`config.mk`:
```
export PLATFORM = sky130hd
export DESIGN_NAME = mem_port_arbiter_flat
export DESIGN_NICKNAME = d
export VERILOG_FILES = /design/src/rtl/mem_port_arbiter_if.sv /design/src/rtl/mem_port_arbiter.sv /design/src/flat_wrapper.sv
export SDC_FILE = /design/constraint.sdc
export NUM_CORES = 1
export LEC_CHECK = 0
export BUFFER_PORTS_ARGS = -buffer_cell sky130_fd_sc_hd__clkbuf_2
export CORE_ASPECT_RATIO = 1.2
export CORE_MARGIN = 3
export CORE_UTILIZATION = 41
export CTS_BUF_LIST = sky130_fd_sc_hd__clkbuf_16
export CTS_CLUSTER_SIZE = 24
export DETAILED_ROUTE_END_ITERATION = 16
export PLACE_DENSITY = 0.8
export SLEW_MARGIN = 10
export SYNTH_ARGS = -nofsm -noshare
export SYNTH_HDL_FRONTEND = slang
export SYNTH_SLANG_ARGS = --single-unit
```
`constraint.sdc`:
```
create_clock -name clk -period 2.6 [get_ports clk]
set_clock_uncertainty 0.15 [all_clocks]
set_input_delay 0.39 -clock clk [delete_from_list [all_inputs] [get_ports clk]]
set_output_delay 0.39 -clock clk [all_outputs]
set_load 0.05 [all_outputs]
```
`src/rtl/mem_port_arbiter_if.sv`:
```
// mem_port_arbiter_if: fetch, data and memory-macro signals of the shared memory port
//   master: core-and-memory side (drives requests and mem_rdata, receives ready/rdata and strobes)
//   slave : arbiter side (receives requests and mem_rdata, drives ready/rdata and strobes)
//   i_*   : instruction-fetch requester (req/addr in, ready/rdata out)
//   d_*   : data load/store requester (req/we/addr/wdata in, ready/rdata out)
//   mem_* : single-port synchronous word memory (en/we/addr/wdata out, rdata in)
interface mem_port_arbiter_if #(
   parameter int ADDR_W = 10
);
   logic              i_req;
   logic [31:0]       i_addr;
   logic              i_ready;
   logic [31:0]       i_rdata;
   logic              d_req;
   logic              d_we;
   logic [31:0]       d_addr;
   logic [31:0]       d_wdata;
   logic              d_ready;
   logic [31:0]       d_rdata;
   logic              mem_en;
   logic              mem_we;
   logic [ADDR_W-1:0] mem_addr;
   logic [31:0]       mem_wdata;
   logic [31:0]       mem_rdata;
   modport slave (
      input  i_req, i_addr, d_req, d_we, d_addr, d_wdata, mem_rdata,
      output i_ready, i_rdata, d_ready, d_rdata, mem_en, mem_we, mem_addr, mem_wdata
   );
   modport master (
      output i_req, i_addr, d_req, d_we, d_addr, d_wdata, mem_rdata,
      input  i_ready, i_rdata, d_ready, d_rdata, mem_en, mem_we, mem_addr, mem_wdata
   );
endinterface

```
`src/rtl/mem_port_arbiter.sv`:
```
// mem_port_arbiter: round-robin sharing of one fixed-latency single-port word memory between fetch and data
//   clk   : clock, all state changes on the rising edge
//   rst   : asynchronous active-low reset
//   bus   : mem_port_arbiter_if.slave, fetch/data request ports and memory macro port
//   busy  : high whenever an access is in flight (state != IDLE)
//   owner : requester of the current/last access, 0 = fetch, 1 = data
module mem_port_arbiter #(
   parameter int MEM_LATENCY = 1,
   parameter int ADDR_W      = 10
) (
   input  logic              clk,
   input  logic              rst,
   mem_port_arbiter_if.slave bus,
   output logic              busy,
   output logic              owner
);
   typedef enum logic [1:0] {IDLE, BUSY, RESP} state_t;
   state_t            r_state;
   logic [7:0]        r_cnt;
   logic              r_owner;
   logic              r_mem_en;
   logic              r_mem_we;
   logic [ADDR_W-1:0] r_mem_addr;
   logic [31:0]       r_mem_wdata;
   logic              r_i_ready;
   logic              r_d_ready;
   logic [31:0]       r_i_rdata;
   logic [31:0]       r_d_rdata;
   logic              w_req;
   logic              w_gnt_d;
   logic              w_unused;
   assign w_req    = bus.i_req | bus.d_req;
   // on a tie the grant goes to whoever did not own the last access
   assign w_gnt_d  = bus.d_req & (~bus.i_req | ~r_owner);
   assign w_unused = &{1'b0, bus.i_addr[31:ADDR_W+2], bus.i_addr[1:0],
                       bus.d_addr[31:ADDR_W+2], bus.d_addr[1:0]};
   always_ff @(posedge clk or negedge rst) begin
      if (!rst) begin
         r_state     <= IDLE;
         r_cnt       <= 8'd0;
         r_owner     <= 1'b1;
         r_mem_en    <= 1'b0;
         r_mem_we    <= 1'b0;
         r_mem_addr  <= '0;
         r_mem_wdata <= 32'd0;
         r_i_ready   <= 1'b0;
         r_d_ready   <= 1'b0;
         r_i_rdata   <= 32'd0;
         r_d_rdata   <= 32'd0;
      end else begin
         case (r_state)
            IDLE: if (w_req) begin
               r_owner     <= w_gnt_d;
               r_mem_addr  <= w_gnt_d ? bus.d_addr[ADDR_W+1:2] : bus.i_addr[ADDR_W+1:2];
               r_mem_we    <= w_gnt_d & bus.d_we;
               r_mem_wdata <= bus.d_wdata;
               r_mem_en    <= 1'b1;
               r_cnt       <= 8'(MEM_LATENCY);
               r_state     <= BUSY;
            end
            BUSY: begin
               r_mem_en <= 1'b0;
               r_mem_we <= 1'b0;
               // counting down to zero places the capture edge at the end of the
               // cycle MEM_LATENCY after the strobe, when the macro drives rdata
               if (r_cnt == 8'd0) begin
                  if (r_owner) r_d_rdata <= bus.mem_rdata;
                  else         r_i_rdata <= bus.mem_rdata;
                  r_i_ready <= ~r_owner;
                  r_d_ready <= r_owner;
                  r_state   <= RESP;
               end else begin
                  r_cnt <= r_cnt - 8'd1;
               end
            end
            default: begin
               r_i_ready <= 1'b0;
               r_d_ready <= 1'b0;
               r_state   <= IDLE;
            end
         endcase
      end
   end
   assign bus.mem_en    = r_mem_en;
   assign bus.mem_we    = r_mem_we;
   assign bus.mem_addr  = r_mem_addr;
   assign bus.mem_wdata = r_mem_wdata;
   assign bus.i_ready   = r_i_ready;
   assign bus.d_ready   = r_d_ready;
   assign bus.i_rdata   = r_i_rdata;
   assign bus.d_rdata   = r_d_rdata;
   assign busy          = r_state != IDLE;
   assign owner         = r_owner;
endmodule

```
`src/flat_wrapper.sv`:
```
// flat-port wrapper written by rule: the top's interface ports become plain ports
module mem_port_arbiter_flat 
#(
   parameter int MEM_LATENCY = 1,
   parameter int ADDR_W      = 10
)
  (clk, rst, busy, owner, bus_i_req, bus_i_addr, bus_d_req, bus_d_we, bus_d_addr, bus_d_wdata, bus_mem_rdata, bus_i_ready, bus_i_rdata, bus_d_ready, bus_d_rdata, bus_mem_en, bus_mem_we, bus_mem_addr, bus_mem_wdata);
  mem_port_arbiter_if #(.ADDR_W(ADDR_W)) bus_i ();
  input  logic clk;
  input  logic rst;
  output logic busy;
  output logic owner;
  input wire logic [$bits(bus_i.i_req)-1:0] bus_i_req;
  input wire logic [$bits(bus_i.i_addr)-1:0] bus_i_addr;
  input wire logic [$bits(bus_i.d_req)-1:0] bus_d_req;
  input wire logic [$bits(bus_i.d_we)-1:0] bus_d_we;
  input wire logic [$bits(bus_i.d_addr)-1:0] bus_d_addr;
  input wire logic [$bits(bus_i.d_wdata)-1:0] bus_d_wdata;
  input wire logic [$bits(bus_i.mem_rdata)-1:0] bus_mem_rdata;
  output wire logic [$bits(bus_i.i_ready)-1:0] bus_i_ready;
  output wire logic [$bits(bus_i.i_rdata)-1:0] bus_i_rdata;
  output wire logic [$bits(bus_i.d_ready)-1:0] bus_d_ready;
  output wire logic [$bits(bus_i.d_rdata)-1:0] bus_d_rdata;
  output wire logic [$bits(bus_i.mem_en)-1:0] bus_mem_en;
  output wire logic [$bits(bus_i.mem_we)-1:0] bus_mem_we;
  output wire logic [$bits(bus_i.mem_addr)-1:0] bus_mem_addr;
  output wire logic [$bits(bus_i.mem_wdata)-1:0] bus_mem_wdata;
  assign bus_i.i_req = bus_i_req;
  assign bus_i.i_addr = bus_i_addr;
  assign bus_i.d_req = bus_d_req;
  assign bus_i.d_we = bus_d_we;
  assign bus_i.d_addr = bus_d_addr;
  assign bus_i.d_wdata = bus_d_wdata;
  assign bus_i.mem_rdata = bus_mem_rdata;
  assign bus_i_ready = bus_i.i_ready;
  assign bus_i_rdata = bus_i.i_rdata;
  assign bus_d_ready = bus_i.d_ready;
  assign bus_d_rdata = bus_i.d_rdata;
  assign bus_mem_en = bus_i.mem_en;
  assign bus_mem_we = bus_i.mem_we;
  assign bus_mem_addr = bus_i.mem_addr;
  assign bus_mem_wdata = bus_i.mem_wdata;
  mem_port_arbiter #(.MEM_LATENCY(MEM_LATENCY), .ADDR_W(ADDR_W)) u_core (.clk(clk), .rst(rst), .bus(bus_i), .busy(busy), .owner(owner));
endmodule
```
== Yosys cells after proc, flatten, opt, wreduce, memory -nomap -nowiden ==
Cells that the tools add are included.

* Bits in registers: 121
* Bits in latches: 0
* Memory bits (writable): 0
* ROM bits: 0
* Word-level logic and storage cells: 49
* Memories: 0

* Add/sub/neg operators: 1
* $mul: 0
* Divide/modulo/power cells: 0
* $lt $le $gt $ge: 0
* Equality and inequality tests: 4
* Shift operators: 0
* Multiplexer cells: 15
* Bitwise gates (word level): 7
* Reduce and logical (&&, ||, !) cells: 11

{| class="wikitable"
|+ Operators with widths
! operator !! count
|-
| two-way mux 8 bit || 2
|-
| one-hot mux 8 bit (2 select lines) || 1
|-
| two-way mux 10 bit || 1
|-
| AND reduction 3 bit || 3
|-
| logical NOT 8 bit || 1
|-
| one-hot mux 1 bit (2 select lines) || 4
|-
| AND reduction 2 bit || 4
|-
| subtractor 8 x 1 -> 8 bit (second input constant) || 1
|-
| two-way mux 1 bit || 4
|-
| two-way mux 2 bit || 2
|-
| inequality test 2 x 1 -> 1 bit (second input constant) || 2
|-
| one-hot mux 2 bit (2 select lines) || 1
|-
| nonzero test 2 bit || 2
|-
| NOT 1 bit || 3
|-
| bitwise AND 1 bit || 2
|-
| == test 2 x 1 -> 1 bit (second input constant) || 1
|-
| logical NOT 2 bit || 1
|-
| inequality test 2 bit (second input constant) || 1
|-
| bitwise OR 1 bit || 2
|}

== Depth between registers and ports, before layout ==
* Word-level depth: 6
* Gate-level depth with buffers: 8
* Mapped depth without buffers: 6

== Worst setup path before layout ==
OpenSTA, ideal clock, no wires.

* Path type: register to register
* Start point: reg u_core.r_cnt[2]
* End point: reg u_core.r_d_rdata[0], in the netlist u_core.bus.d_rdata[0]
* Setup time: 125 ps
* Arrival time: 2231 ps
* Required time: 2325 ps
* Path slack: 93 ps
* Cell stages (with the launch flop): 7
* Path buffers: 2
* Cells stage by stage: dfrtp_1 > or4_4 > or3_1 > or3_1 > buf_2 > buf_6 > mux2_4

* Cells in the longest elaborated chain, start to end: 2

{| class="wikitable"
|+ Ends and longest elaborated chain
! what !! line !! text
|-
| start: declaration || mem_port_arbiter.sv:19 || <nowiki>logic [7:0] r_cnt;</nowiki>
|-
| start signal: assignment || mem_port_arbiter.sv:58 || <nowiki>r_cnt <= 8'(MEM_LATENCY);</nowiki>
|-
| start signal: assignment || mem_port_arbiter.sv:73 || <nowiki>r_cnt <= r_cnt - 8'd1;</nowiki>
|-
| logical NOT 8 bit || mem_port_arbiter.sv:66 || <nowiki>if (r_cnt == 8'd0) begin</nowiki>
|-
| AND reduction 3 bit (no line) || -- ||
|-
| end signal: assignment || mem_port_arbiter.sv:67 || <nowiki>if (r_owner) r_d_rdata <= bus.mem_rdata;</nowiki>
|-
| end: declaration || mem_port_arbiter.sv:28 || <nowiki>logic [31:0] r_d_rdata;</nowiki>
|}

Every way passes these cells.
A chain may end at the register's enable or synchronous reset.

== Final worst setup path ==
* Start point: reg u_core.r_cnt[2]
* End point: reg u_core.r_i_rdata[22], in the netlist u_core.bus.i_rdata[22]

* Cells in the longest elaborated chain, start to end: 2

{| class="wikitable"
|+ Ends and longest elaborated chain
! what !! line !! text
|-
| logical NOT 8 bit || mem_port_arbiter.sv:66 ||
|-
| AND reduction 3 bit (no line) || -- ||
|-
| end signal: assignment || mem_port_arbiter.sv:68 || <nowiki>else r_i_rdata <= bus.mem_rdata;</nowiki>
|-
| end: declaration || mem_port_arbiter.sv:27 || <nowiki>logic [31:0] r_i_rdata;</nowiki>
|}

Every way passes these cells.

==> results by group <==
Logic synthesis
  • Total of warnings raised by yosys: 0
  • Most numerous cell in the Yosys netlist: dfrtp_1
  • Yosys top cell by area: dfrtp_1
  • Synth Instances: ~390
  • FF+latch count, synth: between 100 and 150
  • Syn_nets: about 520
  • Ranking of synthesized cells by area: dfrtp_1 (61%), mux2_4 (9.2%), nand2_1 (8.5%), mux2_2 (7.6%), mux2i_1 (3.1%)
  • Post-synth top area share: 0.615
  • Synthesized area per cell: 12.7 um^2
  • Post-synth top cells: dfrtp_1 (120), nand2_1 (111), mux2_2 (33)
  • EDFF count, synth: 0
  • Synthesized area: 4880 um^2
  • Yosys cell types: 35
  • Main synth FF type: dfrtp_1
  • Ys async rst share: 1.00
  • Sequential-to-total area share from yosys stat: 0.620

Global route
  • Vias in the first global route: about 3900
  • Initial antenna violation count: 0
  • Pin count of the biggest net entering global routing: 54
  • Total grt overflow: 0
  • Gr usage total: 0.175
  • First-pass GRT wire length: 18700 um

Clocking
  • Clock tree buffer depth: 2
  • H-tree levels: 4
  • Post-CTS Repair Setup Buffers: 0
  • Sink Count: ~120
  • Worst-path clk slew: approximately 60 ps
  • Clk Latency, worst-skew pair: about 400 ps
  • CTS buffer count: 17
  • CTS root buf: clkbuf_16
  • TritonCTS clock tree: done

Floorplanning
  • Site Rows: 43
  • Core outline area: roughly 12000 um^2
  • I/O Pins: 245
  • DIE WIDTH: ~110 um
  • Total die area: about 13000 um^2
  • Initial Util: 0.420
  • Die Span Y: roughly 130 um

Timing
  • Slew @ Worst Pin: roughly 480 ps
  • Max-slew violations: 0
  • Fmax: between 300 and 400 MHz
  • Slew HR: 0.680
  • RSZ-0062 raised after global routing: no
  • Final setup fails: 0
  • Final Hold Viols: 0
  • Final period util: 0.964
  • Setup_tns: 0 ps
  • Crit path time final: about 2500 ps

Route
  • Vias after detailed routing: 3693
  • WL per Instance: between 10 and 15 um
  • Drt pass-1 iters: 4
  • DRT Wirelength: 11500 um
  • Routed Antenna Nets: 0
  • DRT iter0 DRCs: about 150
  • Drt drc: 0
  • Via density: around 4.8

Setup path
  • Critical path's largest stage delay: roughly 540 ps
  • Worst Setup SP: u_core.r_cnt[2]
  • CP bufs+invs: 2
  • CP delay by family, top: simple AND/OR/NAND/NOR gates
  • CP Capture Type: flip-flop
  • RR Endpoint: u_core.bus.i_rdata[22]
  • FF-to-FF setup slack: around 94 ps
  • Critical Path RT: 2730 ps
  • Worst Reg2Reg Path Length in Cells: 6
  • CP Max Fanout: 32
  • Crit-path slowest cell: or4_4
  • Critical-path cell list: or4_4 -> or3_1 -> buf_4 -> nor3_4 -> buf_12 -> mux2_2
  • Crit path DAT: approximately 2600 ps
  • Kind of critical path: flip-flop to flip-flop
  • Worst setup SP type: flip-flop
  • Worst r2r src: u_core.r_cnt[2]

Placement
  • Placed cells: between 700 and 800
  • HPWL after DPL: between 8000 and 9000 um
  • RD Place Congestion: 0.818
  • Port-buffer cells: 200

Power and ir drop
  • Pwr/cell area: 1260 nW/um^2
  • Peak supply drop: between 0.6 and 0.7 mV
  • Pleak: approximately 3.8 nW

Outcome
  • Outcome: complete, no violations

Hold path
  • Min-Delay Path Depth: 3
  • Min-Delay Endpoint: u_core.bus.mem_wdata[14]
  • HP Class: primary input to flip-flop
  • Hold Crit Start: bus_d_wdata[14]

Flow run
  • Max Cap Viol: 0

Final layout
  • Fin util: 0.589
  • Post-layout nets: around 740
  • Area Overhead vs Synth: 40.0%
  • Layout Cells excl Fill: about 770
  • Diodes inserted: 0
  • Layout cell share with drive strength beyond 1: 0.513
-- cells in the final DEF (no fill, tap or decap), drive strengths merged, types with 3 or more instances in the layout --
cell        n
nor2        6
dfrtp     120
clkinv      6
nor4        4
clkinvlp    3
xnor2       3
or3         3
bufinv      5
mux2       65
inv         7
nor3        3
clkbuf    217
mux2i      15
nand2     111
buf        15
o21ai      11
-- logic make-up (layout without fill, tap and decap cells) --
group,count (synthesis),in the layout,share of synthesized area
compound gates,20,20,0.0238
mux,80,80,0.204
buf+inv,24,254,0.0241
flops,121,121,0.620
xor+xnor,3,3,0.00538
simple gates,136,136,0.118
fa+ha+maj,2,2,0.00512
-- layout make-up --
cell class / instances / area, um^2
tap: 157 / 196
sequential: 121 / 3030
inverter: 6 / 22.5
clock inverter: 15 / 225
multi-input combinational: 241 / 1760
fill: 931 / 4780
timing repair buffer: 216 / 1180
clock buffer: 17 / 425
-- tightest hold or removal path, cell delays in order --
cell,delay (ps)
clkbuf_2,70
nand2_1,40
nand2_1,40
-- where the power goes --
part / total (mW) / internal (mW) / switching (mW)
logic: 3.25 / 0.836 / 2.41
clock network: 2.57 / 1.70 / 0.866
registers: 2.80 / 2.45 / 0.346
total: 8.61 / 4.99 / 3.62
-- through the flow --
step | instance area [um^2] | power [mW] | hold WS, ps | setup WS (ps)
3_3_place_gp | 6150 | 5.99 | 187 | 67.1
5_1_grt | 6840 | 9.01 | 24.6 | 27.6
2_1_floorplan | 4880 | 5.19 | -55.6 | 93.5
6_report | 6840 | 8.61 | 26.0 | 94.3
4_1_cts | 6810 | 8.71 | 9.10 | 25.5
3_5_place_dp | 6150 | 6.08 | 193 | 54.2
-- registers in the layout, indices dropped and copies added, names as in the netlist --
name	flops
u_core.bus.mem_we	1
u_core.bus.mem_en	1
u_core.r_state	2
u_core.bus.i_ready	1
u_core.bus.mem_addr	10
u_core.bus.mem_wdata	32
u_core.bus.i_rdata	32
u_core.bus.d_rdata	32
u_core.owner	1
u_core.r_cnt	8
u_core.bus.d_ready	1
-- metal layers --
layer | up-vias | share of wire | global-route usage
li1 | 1732 | - | -
met1 | 1776 | 0.43 | 0.221
met2 | 166 | 0.47 | 0.281
met3 | 19 | 0.079 | 0.0516
met4 | 0 | 0.020 | 0.0739
met5 | - | 0 | 0
-- worst max path at each step --
| stage | endpoint | slack (ps) | cells after the start |
|---|---|---|---|
| 2_1_floorplan | u_core.bus.d_rdata[0] | 90 | 6 |
| 5_1_grt | u_core.bus.i_rdata[22] | 30 | 6 |
| 4_1_cts | u_core.bus.d_rdata[3] | 30 | 5 |
| 3_3_place_gp | u_core.bus.d_rdata[0] | 70 | 5 |
| 3_5_place_dp | u_core.bus.d_rdata[3] | 50 | 5 |
| 6_report | u_core.bus.i_rdata[22] | 90 | 6 |
-- what timing repair did --
action | 4_1_cts | 5_1_grt
hold endpoints to repair | 26 | 0
endpoints found under the setup margin | 0 | 28
resized for setup | 0 | 1
hold buffers | 1 | 0
No activity file was read; power rests on OpenSTA's default activity.
